File: src/rtl/hex_counter_pkg.sv
// Shared constants for the hex counter / seven-segment demo.
// Segment patterns are active-low, ordered {a,b,c,d,e,f,g} with a in bit 6.
package hex_counter_pkg;

    localparam int DIV_DEFAULT = 10;
    localparam int SEG_W       = 7;

    localparam logic [SEG_W-1:0] SEG_0     = 7'b0000001;
    localparam logic [SEG_W-1:0] SEG_1     = 7'b1001111;
    localparam logic [SEG_W-1:0] SEG_2     = 7'b0010010;
    localparam logic [SEG_W-1:0] SEG_3     = 7'b0000110;
    localparam logic [SEG_W-1:0] SEG_4     = 7'b1001100;
    localparam logic [SEG_W-1:0] SEG_5     = 7'b0100100;
    localparam logic [SEG_W-1:0] SEG_6     = 7'b0100000;
    localparam logic [SEG_W-1:0] SEG_7     = 7'b0001111;
    localparam logic [SEG_W-1:0] SEG_8     = 7'b0000000;
    localparam logic [SEG_W-1:0] SEG_9     = 7'b0000100;
    localparam logic [SEG_W-1:0] SEG_A     = 7'b0001000;
    localparam logic [SEG_W-1:0] SEG_B     = 7'b1100000;
    localparam logic [SEG_W-1:0] SEG_C     = 7'b0110001;
    localparam logic [SEG_W-1:0] SEG_D     = 7'b1000010;
    localparam logic [SEG_W-1:0] SEG_E     = 7'b0110000;
    localparam logic [SEG_W-1:0] SEG_F     = 7'b0111000;
    localparam logic [SEG_W-1:0] SEG_BLANK = 7'b1111111;

endpackage

File: src/rtl/hex_to_seg7.sv
// Combinational hex digit to active-low seven-segment decoder.
module hex_to_seg7
    import hex_counter_pkg::*;
(
    input  logic [3:0]       hex,
    output logic [SEG_W-1:0] seg
);

    always_comb begin
        seg = SEG_BLANK;
        case (hex)
            4'h0: seg = SEG_0;
            4'h1: seg = SEG_1;
            4'h2: seg = SEG_2;
            4'h3: seg = SEG_3;
            4'h4: seg = SEG_4;
            4'h5: seg = SEG_5;
            4'h6: seg = SEG_6;
            4'h7: seg = SEG_7;
            4'h8: seg = SEG_8;
            4'h9: seg = SEG_9;
            4'hA: seg = SEG_A;
            4'hB: seg = SEG_B;
            4'hC: seg = SEG_C;
            4'hD: seg = SEG_D;
            4'hE: seg = SEG_E;
            4'hF: seg = SEG_F;
            default: seg = SEG_BLANK;
        endcase
    end

endmodule

File: src/rtl/hex_counter_seg7_top.sv
// Up/down hex counter stepped by a free-running prescaler, with a 7-segment decode.
// The step strobe sits mid-period so count changes never coincide with DIV-aligned samples.
module hex_counter_seg7_top
    import hex_counter_pkg::*;
#(
    parameter int DIV   = DIV_DEFAULT,
    parameter int CNT_W = 4
) (
    input  logic             clk,
    input  logic             rst,
    input  logic             enable,
    input  logic             upDown,
    output logic [CNT_W-1:0] count,
    output logic [SEG_W-1:0] seg7
);

    localparam int              PS_W      = (DIV > 1) ? $clog2(DIV) : 1;
    localparam logic [PS_W-1:0] PS_LAST   = PS_W'(DIV - 1);
    localparam logic [PS_W-1:0] PS_STROBE = PS_W'(DIV / 2 - 1);

    logic [PS_W-1:0]  prescaler_reg;
    logic [PS_W-1:0]  prescaler_next;
    logic [CNT_W-1:0] count_reg;
    logic [CNT_W-1:0] count_next;
    logic             step_strobe;

    // Prescaler keeps running while disabled so the step phase is preserved.
    always_comb begin
        prescaler_next = prescaler_reg + 1'b1;
        if (prescaler_reg == PS_LAST) begin
            prescaler_next = '0;
        end
    end

    assign step_strobe = (prescaler_reg == PS_STROBE);

    always_comb begin
        count_next = count_reg - 1'b1;
        if (upDown) begin
            count_next = count_reg + 1'b1;
        end
    end

    always_ff @(posedge clk) begin
        if (rst) begin
            prescaler_reg <= '0;
            count_reg     <= '0;
        end else begin
            prescaler_reg <= prescaler_next;
            if (step_strobe && enable) begin
                count_reg <= count_next;
            end
        end
    end

    assign count = count_reg;

    hex_to_seg7 u_hex_to_seg7 (
        .hex (count_reg),
        .seg (seg7)
    );

endmodule

File: config.mk
export PLATFORM = sky130hd
export DESIGN_NAME = hex_counter_seg7_top
export DESIGN_NICKNAME = d
export VERILOG_FILES = /design/src/rtl/hex_counter_pkg.sv /design/src/rtl/hex_to_seg7.sv /design/src/rtl/hex_counter_seg7_top.sv
export SDC_FILE = /design/constraint.sdc
export NUM_CORES = 1
export LEC_CHECK = 0
export BUFFER_PORTS_ARGS = -buffer_cell sky130_fd_sc_hd__buf_4
export CAP_MARGIN = 20
export CORE_ASPECT_RATIO = 0.7
export CORE_MARGIN = 2
export CORE_UTILIZATION = 30
export CTS_CLUSTER_SIZE = 25
export DETAILED_ROUTE_END_ITERATION = 6
export HOLD_SLACK_MARGIN = 0.08
export PLACE_DENSITY = 0.56
export SYNTH_ARGS = -nofsm -noshare
export SYNTH_HDL_FRONTEND = slang
export SYNTH_HIERARCHICAL = 1
export SYNTH_SLANG_ARGS = --single-unit
File: constraint.sdc
create_clock -name clk -period 1.8 [get_ports clk]
set_clock_uncertainty 0.2 [all_clocks]
set_input_delay 0.27 -clock clk [delete_from_list [all_inputs] [get_ports clk]]
set_output_delay 0.27 -clock clk [all_outputs]
set_load 0.005 [all_outputs]
==> metrics.txt <==
CP startpoint=count[1]$_SDFFE_PP0P_; R2R cell count=6; Seq/Total Area, Yosys=22.8%; number of global-route vias before repair=584; Worst R2R End=count[3]$_SDFFE_PP0P_; register area=about 170 um^2; DRT Pass-1 Iters=4; #FFs+latches synth=8; Final Util=49.9%; EDFF count, synth=0; DRT antenna net count=0; DRC violations left=0; Die Ht=approximately 44 um; Reg2Reg Launch Point=count[1]$_SDFFE_PP0P_; placed wire-length estimate=1080 um; total power=441 uW; Max Buffers Root-to-Sink=2; worst min path class=input pin to flip-flop; failing checks=setup timing; dominant synthesized flop cell=dfxtp_1; All-Layer GR Usage=12.4%; GRT met3 Usage=4.39%; initial antenna violation count=0; Placed Area=903 um^2; Area Growth Syn to Fin=55.8%; Slew Viols, Final=0; Die Area=0.00275 mm^2; critical path required time=1750 ps; Wirelength per Cell=approximately 11 um; clock sink total=8; Synth area leader=dfxtp_1; GRT overflow=0; power per cell area=404 mW/mm^2; nature of the critical path endpoint=flip-flop; post-route cell area=0.00109 mm^2; post-synth top area share=between 20% and 30%; Critical Path Fanout Max=3; synthesized area per cell=8.46 um^2; RSZ-0062 raised after global routing=yes; Worst-path clk slew=~60 ps; Non-Filler Instances=145; Max-Cap Viols=0; Syn Nets=100; FP Rows=14; root buf cell=clkbuf_4; via count=652; Ys Warns=6; Tightest Pin Transition=~310 ps; worst vdd ir=0.400 mV; fin crit share=106%; gr busiest metal=met1; startpoint types=flip-flop; FF-to-FF setup slack=-110 ps; fraction of layout cells with a size suffix above 1=between 40% and 50%; leakage power=about 0.00048 uW; largest cells by area after synthesis=dfxtp_1 (23%), ha_1 (21%), nand2_1 (5.9%); first-pass GRT wire length=2530 um; Min Clock Period, post-route=1910 ps; CTS tree=done; post-synthesis cell type count=30; H-tree lvl count=1; Max Freq=0.524 GHz; grt met2 use=17.5%; placed cells=approximately 130; final setup vio count=7; # IOs=15; Initial Util=32.1%; n_diodes=0; synthesized instance count=83; Post-synth ARST share=0%; layout net count=131; Final Wtd Congestion=between 0.7 and 0.8; largest net degree at the start of global routing=17; worst path arrival time=between 1500 and 2000 ps; CP endpoint=count[3]$_SDFFE_PP0P_; Vias per Instance=4.50; Detailed Route WL=1630 um; PortBufs=14; status=finished with violations; worst skew pair latency=260 ps; DRT iter0 DRCs=22; core area=roughly 0.0022 mm^2; fill count=219; Die Wd=roughly 62 um; Fin. Hold Viols=0; area of the multi-input gates=581 um^2; cts bufs inserted=3; Crit Path Class=flip-flop to flip-flop; hold path start=upDown; headroom to the max-slew limit=79.2%; met1 Use GR=17.7%; final worst setup slack=-108 ps; Syn Std Cell Area=around 700 um^2
## layout make-up
class                           instances  share of cell area [%]
Timing Repair Buffer                   30                    22.5
Sequential cell                         8                    15.4
Clock buffer                            4                    2.40
Inverter                                6                    2.86
Tap cell                               32                    3.66
Multi-Input combinational cell         65                    53.1
## layout by cell type (no fill, tap or decap), drive strengths merged, types with 2 or more instances in the layout
master	n
inv	5
nand2	11
dfxtp	8
nor2	7
nor3b	2
o21ai	6
nand3	2
mux2	4
buf	29
clkbuf	4
ha	12
mux2i	2
xnor2	3
a21oi	3
## worst min path at each step
stage                                  endpoint  slack [ps]  cells after the start
global placement    prescaler_reg[2]$_SDFF_PP0_         310                      2
finish                    count[3]$_SDFFE_PP0P_         300                      4
detailed placement        count[1]$_SDFFE_PP0P_         310                      2
global route              count[3]$_SDFFE_PP0P_         280                      4
floorplan           prescaler_reg[0]$_SDFF_PP0_         280                      1
CTS                       count[3]$_SDFFE_PP0P_         290                      4
## synth_stat cells, types with 2 or more instances
cell     instances
nor2_1           7
buf_6            2
inv_1            6
ha_1            12
nand2_1         11
mux2_2           3
mux2i_1          2
xnor2_1          3
dfxtp_1          8
nor3b_1          2
o21ai_0          5
a21oi_1          3
nand3_1          2
## through the flow
step,hold WS [ps],setup slack [ps],setup TNS (ps)
after floorplan,281,4.90,0
after global placement,308,-88.1,-88.1
after detailed placement,308,-110,-110
after CTS,288,-125,-617
after global routing,284,-170,-1070
final,296,-108,-403
## what timing repair did
| item | 4_1_cts | 5_1_grt |
|---|---|---|
| endpoints found under the setup margin | 8 | 8 |
| hold buffers | 1 | 0 |
| gates cloned | 0 | 0 |
| hold endpoints to repair | 7 | 0 |
| buffers inserted | 3 | 4 |
| gates resized for setup | 11 | 20 |
| pin swaps | 4 | 5 |
## kinds of logic after synthesis
| group | synth area share (%) |
|---|---|
| flops | 22.8 |
| mux | 9.80 |
| fa+ha+maj | 24.2 |
| simple gates | 18.2 |
| xor+xnor | 3.74 |
| buf+inv | 7.66 |
| compound gates | 13.5 |
## worst max-delay path: stages (launching register included)
cell	delay, ps
dfxtp_4	370
buf_6	120
ha_4	200
a21o_1	170
a21oi_2	140
mux2_4	310
mux2_4	290
## power breakdown
group | internal, uW | switching (uW) | total [uW]
sequential | 182 | 8.38 | 191
clock | 85.2 | 66.9 | 152
combinational | 55.8 | 42.7 | 98.5
total | 323 | 118 | 441
## routing by layer
metal	wire length (um)	part of all wire, %	up-vias
met5	0	0	-
met4	13	0.80	0
li1	-	-	341
met1	763	47	294
met2	785	48	15
met3	66	4.1	2
Power figures use the tool's default switching activity.
